==> config.mk <==
export PLATFORM = sky130hd
export DESIGN_NAME = out_port_seq_ctrl
export DESIGN_NICKNAME = d
export VERILOG_FILES = /design/src/rtl/out_port_seq_ctrl_pkg.sv /design/src/rtl/out_port_seq_ctrl_req_ack_handshake.sv /design/src/rtl/out_port_seq_ctrl.sv
export SDC_FILE = /design/constraint.sdc
export NUM_CORES = 1
export LEC_CHECK = 0
export ABC_AREA = 1
export BUFFER_PORTS_ARGS = -buffer_cell sky130_fd_sc_hd__buf_2
export CAP_MARGIN = 20
export CORE_ASPECT_RATIO = 1.1
export CORE_MARGIN = 4
export CORE_UTILIZATION = 31
export CTS_BUF_LIST = sky130_fd_sc_hd__clkbuf_16
export DETAILED_ROUTE_END_ITERATION = 10
export SYNTH_ARGS = -nofsm -noshare
export SYNTH_HDL_FRONTEND = slang
export SYNTH_SLANG_ARGS = --single-unit
==> constraint.sdc <==
create_clock -name clock -period 1.9 [get_ports clock]
set_input_delay 0.38 -clock clock [delete_from_list [all_inputs] [get_ports clock]]
set_output_delay 0.38 -clock clock [all_outputs]
set_load 0.02 [all_outputs]
==> src/rtl/out_port_seq_ctrl_pkg.sv <==
// Shared types and helpers for the output-port sequencer: FSM state encoding,
// default timing constants and the frame-buffer rotation function.
package out_port_pkg;

  typedef enum logic [2:0] {
    ST_IDLE,
    ST_REQ,
    ST_PREFILL,
    ST_RUN,
    ST_DRAIN,
    ST_FLUSH
  } out_seq_state_e;

  localparam int unsigned FLUSH_CYC_DEF = 8;
  localparam int unsigned ACK_TMO_DEF   = 4096;

  // Wraps modulo num; a single buffer always stays at index 0.
  function automatic logic [1:0] next_buf_idx(input logic [1:0] idx, input int unsigned num);
    logic [1:0] nxt;
    if (num <= 1 || (32'(idx) + 32'd1) >= num) nxt = 2'd0;
    else nxt = idx + 2'd1;
    return nxt;
  endfunction

endpackage

==> src/rtl/out_port_seq_ctrl_req_ack_handshake.sv <==
// Frame-read request holder: keeps req_o high until an ack or ACK_TMO idle cycles,
// and latches a sticky error on timeout. set_i/clr_i come from the sequencer FSM.
module req_ack_handshake
  import out_port_pkg::*;
#(
  parameter int unsigned ACK_TMO = ACK_TMO_DEF
) (
  input  logic clock,
  input  logic rst_n,
  input  logic set_i,
  input  logic clr_i,
  input  logic ack_i,
  output logic req_o,
  output logic accept_o,
  output logic timeout_o,
  output logic timeout_err_o
);

  localparam int unsigned TW = $clog2(ACK_TMO + 1);

  logic          req_q, req_d;
  logic          err_q, err_d;
  logic [TW-1:0] tmo_q, tmo_d;
  logic          tmo_hit;

  assign tmo_hit = req_q && !ack_i && (tmo_q == TW'(ACK_TMO - 1));

  always_comb begin
    req_d = req_q;
    tmo_d = tmo_q;
    // The error latches even when the FSM clears the request in the same cycle.
    err_d = err_q | tmo_hit;
    if (clr_i) begin
      req_d = 1'b0;
      tmo_d = '0;
    end else if (set_i) begin
      req_d = 1'b1;
      tmo_d = '0;
    end else if (req_q) begin
      if (ack_i || tmo_hit) req_d = 1'b0;
      else                  tmo_d = tmo_q + TW'(1);
    end
  end

  always_ff @(posedge clock) begin
    if (!rst_n) begin
      req_q <= 1'b0;
      err_q <= 1'b0;
      tmo_q <= '0;
    end else begin
      req_q <= req_d;
      err_q <= err_d;
      tmo_q <= tmo_d;
    end
  end

  assign req_o         = req_q;
  assign accept_o      = req_q && ack_i;
  assign timeout_o     = tmo_hit;
  assign timeout_err_o = err_q;

endmodule

==> src/rtl/out_port_seq_ctrl.sv <==
// Output-port sequencer: flushes the FIFO, requests a frame buffer, waits for prefill,
// then runs the sync generator, re-arming reads per frame and recovering from underflow.
module out_port_seq_ctrl
  import out_port_pkg::*;
#(
  parameter int unsigned CSIZE     = 10,
  parameter int unsigned NUM_BUF   = 3,
  parameter int unsigned FLUSH_CYC = FLUSH_CYC_DEF,
  parameter int unsigned ACK_TMO   = ACK_TMO_DEF
) (
  input  logic             clock,
  input  logic             rst_n,
  input  logic             start_i,
  input  logic [CSIZE-1:0] prefill_th_i,
  input  logic [CSIZE-1:0] fifo_count_i,
  input  logic             fifo_empty_i,
  input  logic             rd_en_i,
  input  logic             ealign_i,
  output logic             frame_req_o,
  input  logic             frame_ack_i,
  output logic [1:0]       frame_buf_idx_o,
  output logic             enable_inner_sync_o,
  output logic             fifo_flush_o,
  output logic [15:0]      underflow_cnt_o,
  output logic             timeout_err_o,
  output logic             busy_o
);

  localparam int unsigned FW = $clog2(FLUSH_CYC + 1);

  out_seq_state_e state_q, state_d;
  logic [FW-1:0]  flush_cnt_q, flush_cnt_d;
  logic           stop_q, stop_d;
  logic [1:0]     idx_q, idx_d;
  logic [15:0]    uf_cnt_q, uf_cnt_d;
  logic           en_q, en_d;
  logic           flush_q, flush_d;
  logic           busy_q, busy_d;

  logic frame_req, req_accept, req_timeout, req_set, req_clr;
  logic underflow, rearm, flush_done;

  assign underflow  = rd_en_i && fifo_empty_i && (state_q == ST_RUN || state_q == ST_DRAIN);
  // A still-pending request means a late frame: keep it and do not advance again.
  assign rearm      = (state_q == ST_RUN) && start_i && ealign_i && !underflow && !frame_req;
  assign flush_done = (state_q == ST_FLUSH) && (flush_cnt_q == FW'(FLUSH_CYC - 1));

  always_ff @(posedge clock) begin
    if (!rst_n) state_q <= ST_IDLE;
    else        state_q <= state_d;
  end

  always_comb begin
    state_d = state_q;
    case (state_q)
      ST_IDLE:    if (start_i) state_d = ST_FLUSH;
      ST_FLUSH:   if (flush_done) state_d = (start_i && !stop_q) ? ST_REQ : ST_IDLE;
      ST_REQ: begin
        if (req_accept)       state_d = ST_PREFILL;
        else if (req_timeout) state_d = ST_IDLE;
      end
      ST_PREFILL: begin
        if (!start_i)                          state_d = ST_FLUSH;
        else if (fifo_count_i >= prefill_th_i) state_d = ST_RUN;
      end
      ST_RUN: begin
        if (underflow)     state_d = ST_FLUSH;
        else if (!start_i) state_d = ST_DRAIN;
      end
      ST_DRAIN:   if (underflow || ealign_i) state_d = ST_FLUSH;
      default:    state_d = ST_IDLE;
    endcase
  end

  always_comb begin
    en_d        = (state_d == ST_RUN) || (state_d == ST_DRAIN);
    flush_d     = (state_d == ST_FLUSH);
    busy_d      = (state_d != ST_IDLE);
    flush_cnt_d = (state_q == ST_FLUSH && state_d == ST_FLUSH) ? flush_cnt_q + FW'(1) : '0;
    // A flush entered from DRAIN must end in IDLE even if start came back.
    stop_d      = (state_d == ST_FLUSH) && (stop_q || state_q == ST_DRAIN);
    idx_d       = rearm ? next_buf_idx(idx_q, NUM_BUF) : idx_q;
    uf_cnt_d    = (underflow && uf_cnt_q != 16'hFFFF) ? uf_cnt_q + 16'd1 : uf_cnt_q;
    req_set     = ((state_d == ST_REQ) && (state_q != ST_REQ)) || rearm;
    req_clr     = (state_d == ST_FLUSH) || (state_d == ST_IDLE);
  end

  always_ff @(posedge clock) begin
    if (!rst_n) begin
      flush_cnt_q <= '0;
      stop_q      <= 1'b0;
      idx_q       <= 2'd0;
      uf_cnt_q    <= 16'd0;
      en_q        <= 1'b0;
      flush_q     <= 1'b0;
      busy_q      <= 1'b0;
    end else begin
      flush_cnt_q <= flush_cnt_d;
      stop_q      <= stop_d;
      idx_q       <= idx_d;
      if (underflow) uf_cnt_q <= uf_cnt_d;
      en_q        <= en_d;
      flush_q     <= flush_d;
      busy_q      <= busy_d;
    end
  end

  req_ack_handshake #(
    .ACK_TMO (ACK_TMO)
  ) u_hs (
    .clock         (clock),
    .rst_n         (rst_n),
    .set_i         (req_set),
    .clr_i         (req_clr),
    .ack_i         (frame_ack_i),
    .req_o         (frame_req),
    .accept_o      (req_accept),
    .timeout_o     (req_timeout),
    .timeout_err_o (timeout_err_o)
  );

  assign frame_req_o         = frame_req;
  assign frame_buf_idx_o     = idx_q;
  assign enable_inner_sync_o = en_q;
  assign fifo_flush_o        = flush_q;
  assign underflow_cnt_o     = uf_cnt_q;
  assign busy_o              = busy_q;

endmodule
* Word level (Yosys, flattened, before mapping)
Index checks and enable logic that the tools add are counted.
Storage, ports and cells: flip-flop bits (word level) 44, latch bits 0, bits in writable memories 0, ROM bits 0, input port bits 27, output and inout port bits 23, word-level logic and storage cells 83, memories 0
Operators by class: add/subtract/negate cells 5, multiply operators 0, divide/modulo/power cells 0, $lt $le $gt $ge 2, equality and inequality tests 13, shift-type cells 0, mux-type cells 15, bitwise operators 3, reductions and logical operators 34
Operators by type and width (count):
- 3-bit 2-to-1 mux | 9
- 3-bit case mux with 6 select lines | 1
- 16-bit by 1-bit adder with 16-bit output, second input constant | 1
- 16-bit inequality test, second input constant | 1
- 1-bit logical AND | 15
- 13-bit by 1-bit adder with 13-bit output, second input constant | 1
- 13-bit by 12-bit equality test with 1-bit output, second input constant | 1
- 3-bit equality test, second input constant | 4
- 10-bit >= comparator | 1
- 3-bit by 2-bit equality test with 1-bit output, second input constant | 3
- 1-bit logical OR | 7
- 3-bit by 1-bit equality test with 1-bit output, second input constant | 2
- 3-bit zero test | 2
- 2-bit AND reduction | 3
- 4-bit by 1-bit adder with 4-bit output, second input constant | 1
- 4-bit by 3-bit equality test with 1-bit output, second input constant | 1
- 1-bit zero test | 4
- 1-bit 2-to-1 mux | 4
- 2-bit by 1-bit adder with 3-bit output, second input constant | 1
- 3-bit by 2-bit >= comparator with 1-bit output, second input constant | 1
- 3-bit by 1-bit inequality test with 1-bit output, second input constant | 1
- 3-bit nonzero test | 1
- 3-bit OR reduction | 1
- 2-bit by 1-bit adder with 2-bit output, second input constant | 1
- 4 further kinds | 5

* Depth between registers and ports, before layout
word-level depth 10, depth in mapped cells 16, gate-level depth less buffers 15

* Hierarchy
Synthesis repeated with hierarchy kept, for this count alone.
Unflattened totals: cells, all modules 400, area total of the unflattened synthesis 2627.5 µm²
By module, submodules not included:
- out_port_seq_ctrl | times used 1, cells an instance 265, area an instance 1771.7 µm², sequential area each 580.6 µm²
- req_ack_handshake | times used 1, cells an instance 135, area an instance 855.8 µm², sequential area each 300.3 µm²

* Worst setup path before layout
OpenSTA, ideal clock, no wires.
kind input to register, from in prefill_th_i[5], to reg u_hs.tmo_q[10], setup time 115 ps, arrival time 1641 ps, required time 1785 ps, setup slack 144 ps, cell stages on the path 14, path buffers 1, path through inv_1 > ha_1 > a21o_1 > nor2_1 > nand2_1 > nand2_1 > nand2_1 > nand2_1 > nand2_4 > nand2_2 > nand2_2 > nand2_2 > buf_6 > nor3_2
Between the ends: longest elaborated chain between the ends 8, elaborated cells on any way between the ends 11, those cells by class 1 x order compare; 2 x eq/ne; 3 x mux; 5 x reduce/logical
Ends and longest elaborated chain:
- start: declaration | RTL line out_port_seq_ctrl.sv:14 | input logic [CSIZE-1:0] prefill_th_i,
- 10-bit >= comparator (*) | RTL line out_port_seq_ctrl.sv:64 | else if (fifo_count_i >= prefill_th_i) state_d = ST_RUN;
- 3-bit 2-to-1 mux (*) | RTL line out_port_seq_ctrl.sv:64
- 3-bit 2-to-1 mux (*) | RTL line out_port_seq_ctrl.sv:63 | if (!start_i) state_d = ST_FLUSH;
- 3-bit case mux with 6 select lines (*) | RTL line out_port_seq_ctrl.sv:55 | case (state_q)
- 3-bit by 1-bit equality test with 1-bit output | RTL line out_port_seq_ctrl.sv:84 | req_set = ((state_d == ST_REQ) && (state_q != ST_REQ)) || rearm;
- 1-bit logical AND | RTL line out_port_seq_ctrl.sv:84
- 1-bit logical OR | RTL line out_port_seq_ctrl.sv:84
- 3-bit OR reduction (no source line) (*)
- end signal: assignment | RTL line out_port_seq_ctrl_req_ack_handshake.sv:53 | tmo_q <= tmo_d;
- end: declaration | RTL line out_port_seq_ctrl_req_ack_handshake.sv:23 | logic [TW-1:0] tmo_q, tmo_d;
Mark *: on every way between the ends. The rest lies on a longest branch, timed or not. A chain may end at the register's enable or synchronous reset.

* Final worst setup path
from reg u_hs.tmo_q[1], to reg u_hs.tmo_q[0]
Between the ends: longest elaborated chain between the ends 9, elaborated cells on any way between the ends 15, those cells by class 3 x eq/ne; 3 x mux; 1 x bitwise; 8 x reduce/logical
Ends and longest elaborated chain:
- 13-bit by 12-bit equality test with 1-bit output (*) | RTL line out_port_seq_ctrl_req_ack_handshake.sv:26 | assign tmo_hit = req_q && !ack_i && (tmo_q == TW'(ACK_TMO - 1));
- 1-bit logical AND (*) | RTL line out_port_seq_ctrl_req_ack_handshake.sv:26
- 3-bit 2-to-1 mux | RTL line out_port_seq_ctrl.sv:60 | else if (req_timeout) state_d = ST_IDLE;
- 3-bit 2-to-1 mux | RTL line out_port_seq_ctrl.sv:59 | if (req_accept) state_d = ST_PREFILL;
- 3-bit case mux with 6 select lines | RTL line out_port_seq_ctrl.sv:55
- 3-bit by 1-bit equality test with 1-bit output | RTL line out_port_seq_ctrl.sv:84
- 1-bit logical AND | RTL line out_port_seq_ctrl.sv:84
- 1-bit logical OR | RTL line out_port_seq_ctrl.sv:84
- 3-bit OR reduction (no source line)
Marks and branches as above.

==> impl_metrics.ini <==
[yosys]
synthCells = 391
synth_nets = 431
ys_ff_latch = 44
syn_avg_cell_area_um2 = 6.90
yosys_warnings = 0
ys_seq_area_share_pct = 32.7
syn_area_mm2 = 0.00270
synthDistinctLibCells = 35

[detailed_routing]
vias = 2591
drc = 0
dr.pass1.iters = 4
post_drt_wl_per_cell_um = 11.3
routed_via_density = 4.51
initialDrtViolationCount = 68
wl_um = 6490
postRouteAntennaNets = 0

[setup_path]
startpoint_type = register
path_max_fanout = 6
rrSetupSlack_ps = 120
reg2reg_to = u_hs.tmo_q[0]$_SDFFE_PP0P_
r2r-start = u_hs.tmo_q[1]$_SDFFE_PP0P_
critPathKind = register to register
arrival_ps = 1960
crit_path_end_kind = register
worst-endpoint-required_ps = 2080
worst_r2r_path_depth = 15

[power]
power_switching_w = 0.000759
p_leak_nw = 1.49
p_clk_share_pct = 34.6
swShare_pct = 31.0
seqPwrFrac_pct = 40.2
comb_power_share_pct = 25.2
intPower_w = 0.00169
power-per-cell-area_mw_per_mm2 = 709
vdd_ir_drop_max_uv = 375

[die]
die_x_um = 96.9
ioPinCount = 50
dieArea_mm2 = 0.0103
chipHeight_um = 106
rows = 35
core_area_mm2 = 0.00845
start_util_pct = 31.9

[timing]
worst_slack_ps = 119
slew_viol_final = 0
fin_crit_ps = 1780
fin_setup_tns_ps = 0
period_share_pct = 93.8
max_freq_ghz = 0.561
setup_viol = 0
tightest_slew_ps = 395
skew_ps = 4.79
hold_viol = 0
relSlewSlack_pct = 73.6

[global_routing]
grt_usage_pct = 12.9
overflow = 0
grt_pass1_wl_um = 11000
grt_max_degree = 15
antenna_found_initial = 0
first_global_vias = 2415

[clocking]
tritoncts = yes
cts_buffer_depth = 2
htree_levels = 2
cts_num_sinks = 44
cts_made_buffers = 5
clkLatencyLatePin_ps = 280
clk_pin_slew_worst_paths_ps = 60
hold_buffers = 0
cts_root_buf = clkbuf_16

[layout]
area_growth_pct = 28.2
regArea_um2 = 887
num-fill-cells = 877
fin_nets = 502
drive_gt1_share_pct = 27.6
final_cell_mix = nand2_1, inv_1, buf_2, dfxtp_1, nor2_1
diodes = 0
final_common_cell = nand2_1
multi_input_area_mm2 = 0.00157
utilization_pct = 40.9

[hold_path]
hp-start = flush_cnt_q[0]$_SDFF_PN0_
hp-class = register to register
hold_path_end = flush_cnt_q[0]$_SDFF_PN0_
whs_path_depth = 1

[status]
status = completed

[flow_run]
drv_cap = 0

[place]
io_buffers = 49
place_hpwl_um = 4940
post-place-ws_ps = -103
place_congestion = 0.842
-- per-stage QoR --
| stage | instances | hold WS [ps] | power [W] | instance area [um^2] |
|---|---|---|---|---|
| final | 574 | 420 | 0.00245 | 3460 |
| after global routing | 574 | 428 | 0.00258 | 3460 |
| after CTS | 569 | 449 | 0.00238 | 3320 |
| after detailed placement | 561 | 441 | 0.00152 | 3180 |
| after global placement | 561 | 430 | 0.00151 | 3180 |
| after floorplan | 391 | 418 | 0.00136 | 2700 |
-- worst max-delay path by stage --
stage / startpoint / end / slack, ps / cells after the start
2_1_floorplan: prefill_th_i[5] / u_hs.tmo_q[10]$_SDFFE_PP0P_ / 140 / 14
3_3_place_gp: prefill_th_i[5] / u_hs.tmo_q[2]$_SDFFE_PP0P_ / -50 / 13
3_5_place_dp: prefill_th_i[5] / u_hs.tmo_q[2]$_SDFFE_PP0P_ / -100 / 13
4_1_cts: flush_cnt_q[0]$_SDFF_PN0_ / u_hs.tmo_q[2]$_SDFFE_PP0P_ / 10 / 12
5_1_grt: underflow_cnt_o[1]$_SDFFE_PN0P_ / underflow_cnt_o[2]$_SDFFE_PN0P_ / -20 / 10
6_report: u_hs.tmo_q[1]$_SDFFE_PP0P_ / u_hs.tmo_q[0]$_SDFFE_PP0P_ / 120 / 15
-- cell type report --
cell class,count,share of cell area (%)
clock buffers,5,3.62
clock inverters,3,0.507
inverters,72,8.07
multi-input cells,270,45.5
flip-flops and latches,44,25.7
well taps,111,4.02
repair buffers,69,12.7
-- worst max-delay path, stage by stage, from the launching register on --
cell and delay (ps):
dfxtp_2 340, ha_2 180, inv_1 50, nor2_1 110
nand2_2 80, nor2_4 140, nand3_2 90, nand2_1 70
nand2_1 60, inv_2 60, nand2_4 60, nand2_2 70
nand2_2 70, nand2_4 90, clkbuf_16 150, nor3_1 40
-- synth_stat cells, drive strengths merged --
master | number | area share, %
dfxtp | 44 | 33
inv | 72 | 10
xnor2 | 5 | 1.6
a211oi | 2 | 0.56
or2 | 1 | 0.23
nand4 | 3 | 0.93
buf | 5 | 1.6
ha | 13 | 6.0
nand2 | 97 | 15
o21ai | 17 | 3.3
clkbuf | 1 | 0.14
nor3b | 1 | 0.28
nor2 | 42 | 6.6
nand3b | 1 | 0.42
a31oi | 1 | 0.23
nand3 | 23 | 4.8
a21o | 1 | 0.28
nor3 | 25 | 6.7
xor2 | 12 | 3.9
nor4 | 1 | 0.23
a21oi | 24 | 4.7
-- registers in the layout, summed over array words and instances, names as in the netlist --
register	count
stop_q	1
u_hs.tmo_q	13
u_hs.req_o	1
flush_cnt_q	4
busy_o	1
frame_buf_idx_o	2
state_q	3
fifo_flush_o	1
u_hs.timeout_err_o	1
enable_inner_sync_o	1
underflow_cnt_o	16
-- metal layers --
layer	vias to the layer above	wire length, um	track usage, %	part of all wire [%]
met5	-	0	0	0
met4	0	115	4.51	1.8
met3	8	307	3.38	4.7
met2	52	3210	22.4	49
met1	1160	2860	15.2	44
li1	1371	-	-	-
-- kinds of logic after synthesis --
group	after synthesis	share of synthesized area, %
buffers and inverters	78	11.8
AND/OR/NAND/NOR	194	34.9
XOR/XNOR	17	5.52
AO/OA/AOI/OAI	45	9.09
adder cells (fa/ha/maj)	13	6.03
flip-flops	44	32.7
-- power groups by stage --
| stage | sequential [W] | combinational, W | clock [W] |
|---|---|---|---|
| detailed placement | 0.00101 | 0.000519 | 0 |
| global route | 0.000989 | 0.000680 | 0.000915 |
| global placement | 0.00100 | 0.000509 | 0 |
| finish | 0.000985 | 0.000618 | 0.000849 |
| floorplan | 0.00102 | 0.000331 | 0 |
| CTS | 0.000985 | 0.000521 | 0.000871 |
-- timing repair --
action | in CTS | in global routing
setup buffers | 0 | 3
endpoints found under the hold margin | 0 | 0
gates resized for setup | 0 | 21
setup endpoints to repair | 0 | 21
Note: power is estimated with default switching activity, not from simulation.
